[config.mk]
export PLATFORM = sky130hd
export DESIGN_NAME = ps2_key_decoder
export DESIGN_NICKNAME = d
export VERILOG_FILES = /design/src/rtl/ps2_key_decoder.sv
export SDC_FILE = /design/constraint.sdc
export NUM_CORES = 1
export LEC_CHECK = 0
export CELL_PAD_IN_SITES_DETAIL_PLACEMENT = 1
export CELL_PAD_IN_SITES_GLOBAL_PLACEMENT = 2
export CORE_MARGIN = 1
export CORE_UTILIZATION = 34
export CTS_CLUSTER_SIZE = 30
export DETAILED_ROUTE_END_ITERATION = 6
export MAX_ROUTING_LAYER = met4
export PLACE_DENSITY_LB_ADDON = 0.1
export SLEW_MARGIN = 20
export SYNTH_ARGS = -nofsm -noshare
export SYNTH_HDL_FRONTEND = slang
export SYNTH_SLANG_ARGS = --single-unit
[constraint.sdc]
create_clock -name clk -period 2.21 [get_ports clk]
set_clock_uncertainty 0.05 [all_clocks]
set_input_delay 0.442 -clock clk [delete_from_list [all_inputs] [get_ports clk]]
set_output_delay 0.442 -clock clk [all_outputs]
set_load 0.03 [all_outputs]
[src/rtl/ps2_key_decoder.sv]
// PS/2 set-2 keyboard receiver: conditions ps2c/ps2d, frames 11-bit words, and decodes
// make/break codes with E0 extension into the last make code plus arrow-key held flags.
module ps2_key_decoder #(
  parameter int unsigned FILTER_LEN     = 8,
  parameter int unsigned TIMEOUT_CYCLES = 200000
) (
  input  logic        clk,
  input  logic        clr,
  input  logic        ps2c,
  input  logic        ps2d,
  output logic [15:0] xkey,
  output logic        key_valid,
  output logic [3:0]  key_hold,
  output logic        frame_err
);

  localparam int unsigned TmoW = $clog2(TIMEOUT_CYCLES + 1);

  typedef enum logic [1:0] {StIdle, StShift, StCheck} state_e;

  // Input synchronizers; idle level of both PS/2 lines is high.
  logic c_meta_q, c_sync_q, d_meta_q, d_sync_q;

  always_ff @(posedge clk or posedge clr) begin
    if (clr) begin
      c_meta_q <= 1'b1;
      c_sync_q <= 1'b1;
      d_meta_q <= 1'b1;
      d_sync_q <= 1'b1;
    end else begin
      c_meta_q <= ps2c;
      c_sync_q <= c_meta_q;
      d_meta_q <= ps2d;
      d_sync_q <= d_meta_q;
    end
  end

  // Glitch filter: the filtered clock only moves once every sample in the window agrees.
  logic [FILTER_LEN-1:0] filt_sr_q, filt_sr_d;
  logic                  filt_q, filt_d;
  logic                  fall;

  always_comb begin
    filt_sr_d = {filt_sr_q[FILTER_LEN-2:0], c_sync_q};
    filt_d    = filt_q;
    if (&filt_sr_q) begin
      filt_d = 1'b1;
    end else if (~|filt_sr_q) begin
      filt_d = 1'b0;
    end
    fall = filt_q & ~filt_d;
  end

  always_ff @(posedge clk or posedge clr) begin
    if (clr) begin
      filt_sr_q <= '1;
      filt_q    <= 1'b1;
    end else begin
      filt_sr_q <= filt_sr_d;
      filt_q    <= filt_d;
    end
  end

  // Frame FSM. sr_q collects d0..d7, parity, stop with stop ending in the MSB.
  state_e          state_q, state_d;
  logic [3:0]      cnt_q, cnt_d;
  logic [9:0]      sr_q, sr_d;
  logic [TmoW-1:0] tmo_q, tmo_d;
  logic            byte_ok;
  logic            frame_bad;

  always_comb begin
    state_d   = state_q;
    cnt_d     = cnt_q;
    sr_d      = sr_q;
    tmo_d     = tmo_q;
    byte_ok   = 1'b0;
    frame_bad = 1'b0;
    unique case (state_q)
      StIdle: begin
        // A high start bit is treated as line noise and silently ignored.
        if (fall && !d_sync_q) begin
          state_d = StShift;
          cnt_d   = 4'd0;
          tmo_d   = '0;
        end
      end
      StShift: begin
        if (fall) begin
          sr_d  = {d_sync_q, sr_q[9:1]};
          cnt_d = cnt_q + 4'd1;
          tmo_d = '0;
          if (cnt_q == 4'd9) begin
            state_d = StCheck;
          end
        end else if (tmo_q == TmoW'(TIMEOUT_CYCLES)) begin
          frame_bad = 1'b1;
          state_d   = StIdle;
        end else begin
          tmo_d = tmo_q + TmoW'(1);
        end
      end
      StCheck: begin
        // Good frame: stop bit high and odd parity over data plus parity bit.
        if (sr_q[9] && (^sr_q[8:0])) begin
          byte_ok = 1'b1;
        end else begin
          frame_bad = 1'b1;
        end
        state_d = StIdle;
      end
      default: state_d = StIdle;
    endcase
  end

  always_ff @(posedge clk or posedge clr) begin
    if (clr) begin
      state_q <= StIdle;
      cnt_q   <= 4'd0;
      sr_q    <= '0;
      tmo_q   <= '0;
    end else begin
      state_q <= state_d;
      cnt_q   <= cnt_d;
      sr_q    <= sr_d;
      tmo_q   <= tmo_d;
    end
  end

  // Scan-code decoder.
  logic        ext_q, ext_d;
  logic        brk_q, brk_d;
  logic [15:0] xkey_q, xkey_d;
  logic [3:0]  hold_q, hold_d;
  logic        key_valid_q, key_valid_d;
  logic        frame_err_q, frame_err_d;
  logic [7:0]  rx_byte;
  logic [15:0] code;
  logic [3:0]  arrow_mask;

  always_comb begin
    rx_byte = sr_q[7:0];
    code    = {ext_q ? 8'hE0 : 8'h00, rx_byte};
    case (code)
      16'hE075: arrow_mask = 4'b0001;
      16'hE072: arrow_mask = 4'b0010;
      16'hE06B: arrow_mask = 4'b0100;
      16'hE074: arrow_mask = 4'b1000;
      default:  arrow_mask = 4'b0000;
    endcase
  end

  always_comb begin
    ext_d       = ext_q;
    brk_d       = brk_q;
    xkey_d      = xkey_q;
    hold_d      = hold_q;
    key_valid_d = 1'b0;
    frame_err_d = 1'b0;
    if (frame_bad) begin
      // A corrupted frame may have been the code a prefix was waiting for.
      ext_d       = 1'b0;
      brk_d       = 1'b0;
      frame_err_d = 1'b1;
    end else if (byte_ok) begin
      if (rx_byte == 8'hE0) begin
        ext_d = 1'b1;
      end else if (rx_byte == 8'hF0) begin
        brk_d = 1'b1;
      end else begin
        if (!brk_q) begin
          xkey_d      = code;
          key_valid_d = 1'b1;
          hold_d      = hold_q | arrow_mask;
        end else begin
          hold_d = hold_q & ~arrow_mask;
        end
        ext_d = 1'b0;
        brk_d = 1'b0;
      end
    end
  end

  always_ff @(posedge clk or posedge clr) begin
    if (clr) begin
      ext_q       <= 1'b0;
      brk_q       <= 1'b0;
      xkey_q      <= 16'h0000;
      hold_q      <= 4'b0000;
      key_valid_q <= 1'b0;
      frame_err_q <= 1'b0;
    end else begin
      ext_q       <= ext_d;
      brk_q       <= brk_d;
      xkey_q      <= xkey_d;
      hold_q      <= hold_d;
      key_valid_q <= key_valid_d;
      frame_err_q <= frame_err_d;
    end
  end

  assign xkey      = xkey_q;
  assign key_valid = key_valid_q;
  assign key_hold  = hold_q;
  assign frame_err = frame_err_q;

endmodule

==> results.json, run 1 <==
{
  "slowest_delay_ns": 0.40,
  "root_buffer": "clkbuf_8",
  "wl_per_cell_um": 15.4,
  "insertion_delay_ns": 0.35,
  "setup_tns_ns": 0,
  "grt_max_degree": 65,
  "place_ws_ns": -0.0484,
  "min_from": "d_meta_q$_DFF_PP1_",
  "antenna_cells": 0,
  "startpoint_type": "flip-flop",
  "cts.sinks": 64,
  "syn_to_final_growth_pct": 24.5,
  "reg2reg_from": "sr_q[3]$_DFFE_PP0P_",
  "whs_ns": 0.308,
  "drtIter0Drc": 82,
  "power.switching_mw": 0.557,
  "dieArea_um2": 10200,
  "final_util_pct": 44.2,
  "layout_common_cells": "dfrtp_1 (51), nand2_1 (40), buf_4 (29)",
  "numCtsBuffers": 9,
  "instances_no_fill": 503,
  "path_class": "reg -> reg",
  "syn-cell-area_um2": 3330,
  "first_global_vias": 2569,
  "pwr-share-seq_pct": 53.9,
  "cts_tree": "yes",
  "setup_ws_ns": 0.0528,
  "synth_edf_count": 0,
  "crit_fanout": 5,
  "vias": 2533,
  "r2r_cells": 8,
  "port_buffers": 20,
  "num_io_pins": 26,
  "clkPwrFrac_pct": 43.6,
  "combPwrFrac_pct": 2.5,
  "place_inst": 479,
  "cts_hold_buffers": 0,
  "crit_path_end_kind": "flip-flop",
  "grt.overflow.total": 0,
  "dr.pass1.iters": 5,
  "seq_area_frac_synth_pct": 48.6,
  "required_ns": 2.37,
  "cp.arrival_ns": 2.32,
  "leakage_nw": 1.85,
  "viasPerCell": 5.04,
  "post-route-period-util_pct": 97.6,
  "min_path_cells": 0,
  "layout-drive-gt1-share_pct": 23.0,
  "r2r_slack_ns": 0.05,
  "nets": 391,
  "antenna_left": 0,
  "p_int_mw": 1.68,
  "worst-path-buf-inv": 2,
  "grt_first_pass_wirelength_um": 13300,
  "clockBufferDepth": 2,
  "hold_viol": 0,
  "fin_crit_ns": 2.16,
  "setup_viol": 0,
  "synthDistinctLibCells": 60,
  "dieWidth_um": 101,
  "antenna_found_initial": 0,
  "drt-total-wl_um": 7740,
  "start_util_pct": 35.5,
  "slew_violations": 0,
  "clk_pin_slew_ns": 0.08,
  "async_flop_share_pct": 100,
  "fp-row-count": 35,
  "die_y_um": 101,
  "slowest_stage": "xnor3_2",
  "fmax_mhz": 464,
  "critical-path-top-delay-family": "XOR/XNOR gates",
  "synth-seq-cells": 64,
  "place_hpwl_um": 5220,
  "status": "finished, final reports clean",
  "min_path_type": "reg -> reg",
  "ys.flop_type": "dfrtp_1",
  "syn_inst": 317,
  "avgSynthCellArea_um2": 10.5,
  "fp.coreArea_um2": 9370,
  "synth-warning-count": 0,
  "path_cells": "inv_2, ha_4, xnor2_2, xnor3_2, buf_6, nor4_4, nand4_1, mux2i_1",
  "drv_cap": 0,
  "cellPowerDensity_nw_per_um2": 541,
  "vdd_drop_max_v": 0.000313,
  "final_common_cell": "dfrtp_1",
  "grt_usage_pct": 17.6,
  "drcViolationCount": 0,
  "gp_congestion": 0.755,
  "rsz0062_at_grt": "yes",
  "p_sw_share_pct": 24.9,
  "cts.htree.levels": 3,
  "min_to": "d_sync_q$_DFF_PP1_"
}
-- cell families after synthesis --
family          Yosys count  synth area share [%]
buf+inv                  36                  5.38
compound gates           55                  11.4
mux                      13                  4.25
simple gates            125                  21.8
xor+xnor                  5                  1.73
fa+ha+maj                18                  6.77
other cells               1                 0.113
flops                    64                  48.6
-- state kept, by name, indices dropped and copies added, names as in the netlist, named ones only --
signal / flops
tmo_q: 18
sr_q: 10
xkey: 9
filt_sr_q: 8
cnt_q: 4
state_q: 2
brk_q: 1
c_meta_q: 1
c_sync_q: 1
d_meta_q: 1
d_sync_q: 1
ext_q: 1
filt_q: 1
frame_err: 1
key_valid: 1
-- cell type report --
type,count,area [um2]
inverters,19,71.3
well taps,129,161
flip-flops and latches,64,1620
repair buffers,53,489
clock buffers,11,151
fillers,1087,5230
multi-input cells,222,1610
clock inverters,5,37.5
-- worst max-delay path by stage --
| stage | end | cells past startpoint | startpoint |
|---|---|---|---|
| floorplan | xkey[14]$_DFFE_PP0P_ | 7 | sr_q[0]$_DFFE_PP0P_ |
| global placement | flip-flop | 7 | sr_q[0]$_DFFE_PP0P_ |
| detailed placement | xkey[6]$_DFFE_PP0P_ | 7 | sr_q[0]$_DFFE_PP0P_ |
| CTS | flip-flop | 7 | sr_q[6]$_DFFE_PP0P_ |
| global route | flip-flop | 8 | sr_q[2]$_DFFE_PP0P_ |
| finish | flip-flop | 8 | sr_q[3]$_DFFE_PP0P_ |
-- through the flow --
| stage | total power, mW | cell area [um2] |
|---|---|---|
| finish | 2.24 | 4140 |
| global placement | 1.29 | 3830 |
| global route | 2.34 | 4140 |
| detailed placement | 1.29 | 3830 |
| CTS | 2.28 | 4080 |
| floorplan | 1.27 | 3350 |
-- power by group through the flow --
stage	clock (mW)	sequential [mW]	combinational, mW
2_1_floorplan	0	1.23	0.0430
3_5_place_dp	0	1.23	0.0586
6_report	0.978	1.21	0.0559
5_1_grt	1.07	1.21	0.0648
3_3_place_gp	0	1.23	0.0582
4_1_cts	1.02	1.21	0.0590
-- synth_stat cells, drive strengths merged, types with 2 or more instances --
master,number,share of area [%]
and2,8,1.5
dfrtp,51,38
nor2,7,0.86
nand3,16,2.8
nand2,40,4.5
nor4,6,2.0
xnor2,2,0.53
o22a,2,0.53
clkbuf,3,0.38
mux2i,4,1.2
o21ai,15,2.4
mux2,9,3.0
nand2b,3,0.56
dfstp,13,10
a21oi,9,1.4
o211ai,11,2.5
ha,18,6.8
buf,14,2.9
nand3b,2,0.45
o2bb2ai,4,1.1
and4,2,0.60
nor3,4,0.60
or4,11,2.5
and3,9,1.7
nand4,13,2.6
a21boi,2,0.45
xor2,2,0.53
inv,19,2.1
-- repair_timing --
item,in CTS,in global routing
pin swaps,6,5
cloned,1,0
setup buffers,3,4
setup endpoints to repair,13,14
resized for setup,6,5
-- metal layers --
metal | vias to the layer above | share of wire [%] | track usage, %
met3 | 8 | 2.5 | 3.19
met2 | 34 | 45 | 26.0
met1 | 1248 | 52 | 24.5
li1 | 1243 | - | -
met5 | - | 0 | -
met4 | 0 | 1.1 | 5.35
Power figures use the tool's default switching activity.
==> inputs of run 2 (changes only) <==
--- a/config.mk
+++ b/config.mk
@@ -12,7 +12,7 @@
 export CTS_CLUSTER_SIZE = 30
 export DETAILED_ROUTE_END_ITERATION = 6
 export MAX_ROUTING_LAYER = met4
-export PLACE_DENSITY_LB_ADDON = 0.1
+export PLACE_DENSITY_LB_ADDON = 0.25
 export SLEW_MARGIN = 20
 export SYNTH_ARGS = -nofsm -noshare
 export SYNTH_HDL_FRONTEND = slang
==> run 2 against run 1 <==
Sequential share of layout area barely moved; maximum frequency shrank 0.83%; core utilization barely moved; sequential power about the same; critical path type unchanged.
==> results.json, run 2 (same netlist as run 1, synthesis figures left out) <==
{
  "setup_viol": 0,
  "finalInstanceArea_um2": 4140,
  "crit_path_end_kind": "flip-flop",
  "min_path_cells": 0,
  "wl_met1_um": 3900,
  "clockBufferDepth": 2,
  "antenna_found_initial": 0,
  "min_from": "c_meta_q$_DFF_PP1_",
  "dr.pass1.iters": 4,
  "instances_no_fill": 498,
  "hold_viol": 0,
  "antenna_left": 0,
  "place_inst": 479,
  "cts.htree.levels": 3,
  "grt_first_pass_wirelength_um": 13700,
  "startpoint_type": "flip-flop",
  "fp.coreArea_um2": 9370,
  "required_ns": 2.39,
  "dieWidth_um": 101,
  "reg2reg_from": "sr_q[7]$_DFFE_PP0P_",
  "num_io_pins": 26,
  "clk_pin_slew_ns": 0.08,
  "layout_common_cells": "dfrtp_1 (51), nand2_1 (40), buf_4 (24)",
  "drt-total-wl_um": 7890,
  "status": "finished, final reports clean",
  "insertion_delay_ns": 0.35,
  "top_layer": "met4",
  "cts.sinks": 64,
  "crit_fanout": 5,
  "cts_tree": "yes",
  "vias": 2529,
  "wl_per_cell_um": 15.8,
  "cellPowerDensity_nw_per_um2": 579,
  "grt_usage_pct": 18.2,
  "largest_register": "tmo_q",
  "drcViolationCount": 0,
  "cp-startpoint": "sr_q[7]$_DFFE_PP0P_",
  "path_class": "reg -> reg",
  "first_global_vias": 2696,
  "post-route-period-util_pct": 98.4,
  "rsz0062_at_grt": "yes",
  "slew_violations": 0,
  "slowest_stage": "dfrtp_1",
  "path_cells": "inv_2, ha_4, xnor2_2, xnor3_2, buf_6, nor4_4, nand3_1, o22a_1",
  "cp.arrival_ns": 2.35,
  "root_buffer": "clkbuf_8",
  "layout-drive-gt1-share_pct": 22.5,
  "grt_max_degree": 44,
  "start_util_pct": 35.5,
  "antenna_cells": 0,
  "drv_cap": 0,
  "nets": 386,
  "slowest_delay_ns": 0.41,
  "relSlewSlack_pct": 65.7,
  "min_path_type": "reg -> reg",
  "leakage_nw": 1.85,
  "dieArea_um2": 10200,
  "largest_reg_flops": 18,
  "post_dp_cell_area_um2": 3830,
  "dr_wl_met3_um": 235,
  "fin_crit_ns": 2.18,
  "wl_met2_um": 3650,
  "syn_to_final_growth_pct": 24.4,
  "grt.overflow.total": 0,
  "drtIter0Drc": 79,
  "numCtsBuffers": 9,
  "final_common_cell": "dfrtp_1",
  "fp-row-count": 35,
  "fmax_mhz": 460,
  "die_y_um": 101,
  "port_buffers": 20,
  "r2r_cells": 8,
  "vdd_drop_max_v": 0.000317,
  "gp_congestion": 0.770,
  "viasPerCell": 5.08,
  "place_hpwl_um": 5410,
  "tightest_slew_ns": 0.515
}
==> run 2: path summary, 6_finish.rpt <==
check | endpoint | slack [ns]
setup / recovery | flip-flop | 0.03
hold / removal | c_sync_q$_DFF_PP1_ | 0.31
setup reg to reg | flip-flop | 0.03
hold reg to reg | c_sync_q$_DFF_PP1_ | 0.31
max in group asynchronous | filt_sr_q[0]$_DFF_PP1_ | 1.42
min in group asynchronous | tmo_q[10]$_DFFE_PP0P_ | 0.41
==> run 2: final cells by class <==
type                    count  area (um2)
fillers                  1055        5230
flip-flops and latches     64        1620
multi-input cells         222        1620
repair buffers             48         452
clock buffers              11         163
well taps                 129         161
inverters                  19        71.3
clock inverters             5        60.1
==> run 2: per-stage QoR <==
| stage | utilization, % | hold slack (ns) | power [mW] | worst slack, ns | setup TNS (ns) |
|---|---|---|---|---|---|
| 2_1_floorplan | - | 0.295 | 1.27 | 0.0253 | 0 |
| 3_3_place_gp | 40.9 | 0.297 | 1.29 | -0.00863 | -0.0201 |
| 3_5_place_dp | 40.9 | 0.297 | 1.29 | -0.0678 | -0.600 |
| 4_1_cts | 44.0 | 0.310 | 2.43 | 0.0129 | 0 |
| 5_1_grt | 44.2 | 0.316 | 2.48 | -0.0305 | -0.0577 |
| 6_report | 44.2 | 0.306 | 2.40 | 0.0349 | 0 |
==> run 2: layer usage <==
metal,up-vias,GRT usage [%]
met1,1259,23.4
met5,-,-
li1,1226,-
met2,35,28.5
met3,9,3.95
met4,0,6.24
==> run 2: repair_timing <==
action                     in CTS  in global routing
cloned                          1                  0
pin swaps                       7                  1
hold buffers                    0                  0
buffers inserted                2                  0
setup endpoints to repair      14                 14
gates resized for setup         7                  5
hold endpoints to repair        0                  0
==> run 2: worst max-delay path, delay by kind of cell, from the launching register on <==
kind	cells	cell delay [ns]
flops	1	0.41
xor+xnor	2	0.58
simple gates	2	0.36
buf+inv	2	0.25
compound gates	1	0.21
fa+ha+maj	1	0.20
==> run 2: report_power, final <==
group          leakage (nW)  switching [mW]  internal, mW
Sequential            0.849          0.0124          1.19
Combinational         0.889          0.0420        0.0154
Clock                 0.116           0.508         0.626
